===== src/rtl/ts_tx_scheduler_if.sv =====
// Purpose : bundle of queue-side AXIS, MAC-side AXIS and scheduler status for ts_tx_scheduler.
// Latency : n/a (signal bundle only).
// Backpressure: n/a; modport master = queues/MAC side, modport slave = scheduler side.
// Ports:
//   s_axis_tdata/tvalid/tlast  per-queue AXIS data in (queue i at [i*DATA_WIDTH +: DATA_WIDTH])
//   s_axis_tready              per-queue ready back to queues (only the granted bit may be 1)
//   queue_eligible             per-queue CBS transmit permission
//   m_axis_tdata/tvalid/tlast  AXIS out to MAC, m_axis_tready from MAC
//   cur_queue, busy, frame_overrun  scheduler status
//   gate_open                  802.1Qbv gate state, present only when TS_SCHED_GATE_EN is defined
interface ts_tx_scheduler_if #(
  parameter int NUM_QUEUES = 4,
  parameter int DATA_WIDTH = 8
);
  localparam int QW = $clog2(NUM_QUEUES);

  logic [NUM_QUEUES*DATA_WIDTH-1:0] s_axis_tdata;
  logic [NUM_QUEUES-1:0]            s_axis_tvalid;
  logic [NUM_QUEUES-1:0]            s_axis_tlast;
  logic [NUM_QUEUES-1:0]            s_axis_tready;
  logic [NUM_QUEUES-1:0]            queue_eligible;
  logic [DATA_WIDTH-1:0]            m_axis_tdata;
  logic                             m_axis_tvalid;
  logic                             m_axis_tlast;
  logic                             m_axis_tready;
  logic [QW-1:0]                    cur_queue;
  logic                             busy;
  logic                             frame_overrun;
`ifdef TS_SCHED_GATE_EN
  logic [NUM_QUEUES-1:0]            gate_open;
`endif

  modport master (
`ifdef TS_SCHED_GATE_EN
    output gate_open,
`endif
    output s_axis_tdata, s_axis_tvalid, s_axis_tlast, queue_eligible, m_axis_tready,
    input  s_axis_tready, m_axis_tdata, m_axis_tvalid, m_axis_tlast,
    input  cur_queue, busy, frame_overrun
  );

  modport slave (
`ifdef TS_SCHED_GATE_EN
    input  gate_open,
`endif
    input  s_axis_tdata, s_axis_tvalid, s_axis_tlast, queue_eligible, m_axis_tready,
    output s_axis_tready, m_axis_tdata, m_axis_tvalid, m_axis_tlast,
    output cur_queue, busy, frame_overrun
  );
endinterface


===== src/rtl/ts_tx_scheduler.sv =====
// Purpose : strict-priority egress frame selector between TSN traffic-class queues and the MAC TX AXIS.
// Latency : candidate seen in cycle N -> first beat at N+1; tlast handshake at M -> next grant at M+1, beat at M+2.
// Backpressure: m_axis_tready is routed only to the granted queue; grant held for the whole frame.
// Ports:
//   axis_aclk   clock
//   axis_reset  asynchronous active-high reset
//   bus         ts_tx_scheduler_if.slave (queue AXIS in, MAC AXIS out, cur_queue/busy/frame_overrun)
// Optional feature macro: TS_SCHED_GATE_EN adds bus.gate_open to the candidate mask.
module ts_tx_scheduler #(
  parameter int NUM_QUEUES      = 4,
  parameter int DATA_WIDTH      = 8,
  parameter int MAX_FRAME_BEATS = 1536
) (
  input logic              axis_aclk,
  input logic              axis_reset,
  ts_tx_scheduler_if.slave bus
);
  localparam int QW = $clog2(NUM_QUEUES);
  localparam int CW = $clog2(MAX_FRAME_BEATS + 1);
  localparam logic [CW-1:0] LP_MAX      = CW'(MAX_FRAME_BEATS);
  localparam logic [CW-1:0] LP_MAX_LESS = CW'(MAX_FRAME_BEATS - 1);

  typedef enum logic {
    ST_IDLE = 1'b0,
    ST_XFER = 1'b1
  } state_t;

  state_t          r_state;
  logic [QW-1:0]   r_cur;
  logic [CW-1:0]   r_cnt;
  logic            r_ovr;

  logic [NUM_QUEUES-1:0] w_cand;
  logic [QW-1:0]         w_sel;
  logic                  w_busy;
  logic                  w_accept;

`ifdef TS_SCHED_GATE_EN
  assign w_cand = bus.s_axis_tvalid & bus.queue_eligible & bus.gate_open;
`else
  assign w_cand = bus.s_axis_tvalid & bus.queue_eligible;
`endif

  // Ascending scan so the highest set index wins (highest priority).
  always_comb begin
    w_sel = '0;
    for (int i = 0; i < NUM_QUEUES; i++) begin
      if (w_cand[i]) w_sel = QW'(i);
    end
  end

  assign w_busy = (r_state == ST_XFER);

  // Output mux is driven only by the registered grant, so m_axis_tvalid has
  // no combinational dependence on m_axis_tready.
  assign bus.m_axis_tdata  = bus.s_axis_tdata[r_cur*DATA_WIDTH +: DATA_WIDTH];
  assign bus.m_axis_tvalid = w_busy & bus.s_axis_tvalid[r_cur];
  assign bus.m_axis_tlast  = w_busy & bus.s_axis_tlast[r_cur];
  assign bus.s_axis_tready = w_busy ? ({{(NUM_QUEUES-1){1'b0}}, bus.m_axis_tready} << r_cur)
                                    : '0;

  assign w_accept = bus.m_axis_tvalid & bus.m_axis_tready;

  assign bus.cur_queue     = r_cur;
  assign bus.busy          = w_busy;
  assign bus.frame_overrun = r_ovr;

  // Arbitration happens only in IDLE: eligibility/gate/priority changes during
  // XFER are ignored so a started frame always completes.
  always_ff @(posedge axis_aclk or posedge axis_reset) begin
    if (axis_reset) begin
      r_state <= ST_IDLE;
      r_cur   <= '0;
      r_cnt   <= '0;
      r_ovr   <= 1'b0;
    end else begin
      r_ovr <= 1'b0;
      case (r_state)
        ST_IDLE: begin
          if (|w_cand) begin
            r_cur   <= w_sel;
            r_cnt   <= '0;
            r_state <= ST_XFER;
          end
        end
        ST_XFER: begin
          if (w_accept) begin
            // Count saturates, so the overrun pulse can fire only once per frame.
            if (r_cnt != LP_MAX) r_cnt <= r_cnt + CW'(1);
            if (r_cnt == LP_MAX_LESS) r_ovr <= 1'b1;
            if (bus.m_axis_tlast) r_state <= ST_IDLE;
          end
        end
        default: r_state <= ST_IDLE;
      endcase
    end
  end
endmodule


===== src/flat_wrapper.sv =====
// flat-port wrapper written by rule: the top's interface ports become plain ports
module ts_tx_scheduler_flat 
#(
  parameter int NUM_QUEUES      = 4,
  parameter int DATA_WIDTH      = 8,
  parameter int MAX_FRAME_BEATS = 1536
)
  (axis_aclk, axis_reset, bus_s_axis_tdata, bus_s_axis_tvalid, bus_s_axis_tlast, bus_queue_eligible, bus_m_axis_tready, bus_s_axis_tready, bus_m_axis_tdata, bus_m_axis_tvalid, bus_m_axis_tlast, bus_cur_queue, bus_busy, bus_frame_overrun);
  ts_tx_scheduler_if #(.NUM_QUEUES(NUM_QUEUES), .DATA_WIDTH(DATA_WIDTH)) bus_i ();
  input logic axis_aclk;
  input logic axis_reset;
  input wire logic [$bits(bus_i.s_axis_tdata)-1:0] bus_s_axis_tdata;
  input wire logic [$bits(bus_i.s_axis_tvalid)-1:0] bus_s_axis_tvalid;
  input wire logic [$bits(bus_i.s_axis_tlast)-1:0] bus_s_axis_tlast;
  input wire logic [$bits(bus_i.queue_eligible)-1:0] bus_queue_eligible;
  input wire logic [$bits(bus_i.m_axis_tready)-1:0] bus_m_axis_tready;
  output wire logic [$bits(bus_i.s_axis_tready)-1:0] bus_s_axis_tready;
  output wire logic [$bits(bus_i.m_axis_tdata)-1:0] bus_m_axis_tdata;
  output wire logic [$bits(bus_i.m_axis_tvalid)-1:0] bus_m_axis_tvalid;
  output wire logic [$bits(bus_i.m_axis_tlast)-1:0] bus_m_axis_tlast;
  output wire logic [$bits(bus_i.cur_queue)-1:0] bus_cur_queue;
  output wire logic [$bits(bus_i.busy)-1:0] bus_busy;
  output wire logic [$bits(bus_i.frame_overrun)-1:0] bus_frame_overrun;
  assign bus_i.s_axis_tdata = bus_s_axis_tdata;
  assign bus_i.s_axis_tvalid = bus_s_axis_tvalid;
  assign bus_i.s_axis_tlast = bus_s_axis_tlast;
  assign bus_i.queue_eligible = bus_queue_eligible;
  assign bus_i.m_axis_tready = bus_m_axis_tready;
  assign bus_s_axis_tready = bus_i.s_axis_tready;
  assign bus_m_axis_tdata = bus_i.m_axis_tdata;
  assign bus_m_axis_tvalid = bus_i.m_axis_tvalid;
  assign bus_m_axis_tlast = bus_i.m_axis_tlast;
  assign bus_cur_queue = bus_i.cur_queue;
  assign bus_busy = bus_i.busy;
  assign bus_frame_overrun = bus_i.frame_overrun;
  ts_tx_scheduler #(.NUM_QUEUES(NUM_QUEUES), .DATA_WIDTH(DATA_WIDTH), .MAX_FRAME_BEATS(MAX_FRAME_BEATS)) u_core (.axis_aclk(axis_aclk), .axis_reset(axis_reset), .bus(bus_i));
endmodule

===== config.mk =====
export PLATFORM = sky130hd
export DESIGN_NAME = ts_tx_scheduler_flat
export DESIGN_NICKNAME = d
export VERILOG_FILES = /design/src/rtl/ts_tx_scheduler_if.sv /design/src/rtl/ts_tx_scheduler.sv /design/src/flat_wrapper.sv
export SDC_FILE = /design/constraint.sdc
export NUM_CORES = 1
export LEC_CHECK = 0
export CAP_MARGIN = 20
export CELL_PAD_IN_SITES_DETAIL_PLACEMENT = 0
export CELL_PAD_IN_SITES_GLOBAL_PLACEMENT = 1
export CORE_MARGIN = 4
export CORE_UTILIZATION = 30
export CTS_CLUSTER_SIZE = 8
export DETAILED_ROUTE_END_ITERATION = 8
export PLACE_DENSITY = 0.86
export REMOVE_ABC_BUFFERS = 1
export SYNTH_ARGS = -nofsm -noshare
export SYNTH_HDL_FRONTEND = slang
export SYNTH_SLANG_ARGS = --single-unit

===== constraint.sdc =====
create_clock -name axis_aclk -period 4.8 [get_ports axis_aclk]
set_clock_uncertainty 0.05 [all_clocks]
set_input_delay 0.72 -clock axis_aclk [delete_from_list [all_inputs] [get_ports axis_aclk]]
set_output_delay 0.72 -clock axis_aclk [all_outputs]
set_load 0.1 [all_outputs]

==> reports/metrics.yaml <==
outcome:
  outcome: "finished clean"
cts:
  ctsLongestPathBuffers: 2
  cts-hold-fix-buffers: 0
  cts_setup_buffers: 0
  h-tree-depth: 1
  cts_sinks: 15
  path_clk_slew_ns: 0.06
  cts_resized: 0
  root_buffer: "clkbuf_8"
  clock_latency_ns: 0.25
  cts_tree: "built"
  cts_buffers: 3
finish:
  nets: 231
  post-route-util: 0.5087
  drive_gt1_frac: 0.1215
  diodes: 0
  syn2layout_area_growth_pct: 60.21
  final_cell_mix: "clkdlybuf4s50_1 (63), dfrtp_1 (15), nand2_1 (11), nor2_1 (9), mux4_2 (9)"
  instances_no_fill: 229
  final_cell_area_um2: 1904
  final_common_cell: "clkdlybuf4s50_1"
pwr:
  power_density_nw_per_um2: 739.1
  switching_power_uw: 865.5
  intPower_uw: 542.0
  swShare: 0.6149
  vdd_drop_max_mv: 0.3133
  leakage_uw: 0.0007391
  sequentialPowerShare: 0.199
  clock_power_share: 0.073
  comb_power_share: 0.727
placement:
  gp_congestion: 0.8500
  dp_hpwl_um: 2957
  dpl_cell_area_um2: 1859
  io_buffers: 64
  dp.cells: 225
synth:
  yosys_warnings: 0
  synth_seq_cells: 15
  ys_seq_area_frac: 0.3158
  synth.distinct_cells: 45
  avgSynthCellArea_um2: 10.07
  syn_area_um2: 1189
  syn_inst: 118
floorplan:
  die_area_um2: 5033
  die_h_um: 70.95
  coreArea_um2: 3744
  dieWidth_um: 70.95
  initial_core_util: 0.3175
  num_rows: 22
  ios: 65
hold_path:
  min-delay-start: "u_core.r_cnt[6]"
  hold_path_class: "reg2reg"
grt:
  grt_pass1_vias: 1222
  grt_start_max_net_pins: 16
  overflow: 0
  antenna_found_initial: 0
  grt_use_total: 0.1491
  grt_pass1_wl_um: 6037
flow_run:
  maxCapViolations: 0
drt:
  wl_per_cell_um: 16.35
  drc_errors: 0
  dr.pass1.iters: 4
  drt-initial-drc-count: 44
  final_antenna_net_count: 0
  viasPerCell: 5.511
  wl_um: 3744
  num_vias: 1262
setup_path:
  regToRegStartpoint: "u_core.bus.cur_queue[0]"
  critPathArrivalTime_ns: 2.82
  start_kind: "flop"
  cp_max_fo: 15
  crit_type: "reg2out"
  critPathLaunch: "u_core.bus.cur_queue[0]"
  crit_required_ns: 4.03
  endpoint_kind: "output port"
sta:
  slew_viol_final: 0
  setup_viol: 0
  slew-limit-headroom: 0.3338
  rsz0062_at_grt: "false"
  tightestPinTransition_ns: 0.9962
  fmax_ghz: 0.2783
  finalCritPeriodShare: 0.7486
  layout_min_cycle_time_ns: 3.593
  finalHoldViolCount: 0
  tns_ns: 0
[registers in the layout, indices dropped and copies added, names as in the netlist]
register	cells
u_core.bus.busy	1
u_core.r_cnt	11
u_core.bus.frame_overrun	1
u_core.bus.cur_queue	2
[per-stage QoR]
step	power, uW	worst slack [ns]	hold slack, ns
floorplan	1063	1.218	0.4741
global placement	1297	1.306	0.5142
detailed placement	1311	1.270	0.5315
CTS	1416	1.164	0.5529
global route	1482	1.070	0.5717
finish	1408	1.207	0.5532
[synthesized netlist by cell type]
| master | count | share of area |
|---|---|---|
| nor4b_1 | 2 | 0.015 |
| nand4b_1 | 1 | 0.0074 |
| inv_1 | 4 | 0.013 |
| nand3b_1 | 1 | 0.0063 |
| a21o_1 | 4 | 0.025 |
| o41ai_1 | 2 | 0.015 |
| buf_2 | 1 | 0.0042 |
| or4b_1 | 1 | 0.0084 |
| nor2_2 | 1 | 0.0053 |
| nand4_1 | 2 | 0.011 |
| a21boi_0 | 1 | 0.0063 |
| a211oi_1 | 2 | 0.013 |
| buf_4 | 2 | 0.013 |
| a221o_1 | 3 | 0.025 |
| o22ai_2 | 1 | 0.011 |
| dfrtp_1 | 15 | 0.32 |
| and2_1 | 2 | 0.011 |
| a21boi_2 | 1 | 0.0095 |
| o22a_1 | 1 | 0.0074 |
| nand2b_1 | 1 | 0.0053 |
| or3_2 | 1 | 0.0063 |
| mux2i_1 | 2 | 0.017 |
| clkbuf_1 | 1 | 0.0032 |
| nand2_1 | 11 | 0.035 |
| o21ai_0 | 5 | 0.021 |
| a211o_2 | 1 | 0.0084 |
| mux4_2 | 9 | 0.17 |
| a22oi_1 | 2 | 0.013 |
| and3_2 | 1 | 0.0063 |
| nor3_1 | 2 | 0.0084 |
| o2111a_1 | 1 | 0.0095 |
| a22o_1 | 1 | 0.0074 |
| nor2_1 | 9 | 0.028 |
| and4_1 | 2 | 0.015 |
| mux2_2 | 1 | 0.0095 |
| a21oi_1 | 3 | 0.013 |
| nand3_2 | 1 | 0.0084 |
| buf_1 | 1 | 0.0032 |
| nor4_1 | 2 | 0.011 |
| nand3_1 | 8 | 0.034 |
| or3_1 | 1 | 0.0053 |
| or3_4 | 1 | 0.0095 |
| o221ai_1 | 1 | 0.0074 |
| and3_1 | 1 | 0.0053 |
| ha_1 | 2 | 0.021 |
[metal layers]
| metal | routed length, um | GRT usage | up-vias |
|---|---|---|---|
| li1 | - | - | 598 |
| met1 | 1574 | 0.1869 | 595 |
| met2 | 1702 | 0.2482 | 64 |
| met3 | 422 | 0.04403 | 5 |
| met4 | 44 | 0.04384 | 0 |
| met5 | 0 | 0 | - |
[final cells by class]
cell class	instances	area, um^2
Multi-Input combinational cell	94	770.7
Inverter	4	15.01
Tap cell	48	60.06
Fill cell	360	1839
Timing Repair Buffer	64	638.1
Clock buffer	4	45.04
Sequential cell	15	375.4
[power by group through the flow]
| stage | logic (uW) | clock network (uW) | registers [uW] |
|---|---|---|---|
| 2_1_floorplan | 721 | 0 | 342 |
| 5_1_grt | 1070 | 112 | 296 |
| 3_3_place_gp | 1020 | 0 | 279 |
| 6_report | 1020 | 103 | 281 |
| 3_5_place_dp | 1030 | 0 | 283 |
| 4_1_cts | 1030 | 106 | 281 |
[final timing paths]
kind | cells after the start | slack [ns] | end
max in group asynchronous | 2 | 3.52 | u_core.r_cnt[10]
worst min register to register | 1 | 0.55 | u_core.r_cnt[6]
min in group asynchronous | 2 | 0.79 | u_core.bus.cur_queue[0]
worst max-delay path | 3 | 1.21 | bus_m_axis_tlast
worst max register to register | 4 | 2.49 | u_core.r_cnt[9]
worst min-delay path | 1 | 0.55 | u_core.r_cnt[6]
[cells by family (layout without fill, tap and decap cells)]
family          Yosys count  in the layout  synth area share
buf+inv                   9             72           0.03577
simple gates             51             51            0.2400
fa+ha+maj                 2              2           0.02105
flops                    15             15            0.3158
mux                      12             12            0.1968
compound gates           29             29            0.1905
[critical path, stage by stage, from the launching register on]
cell	delay, ns
dfrtp_1	0.82
mux4_2	0.61
and2_1	0.17
clkdlybuf4s50_1	0.97
Note: power is estimated with default switching activity, not from simulation.
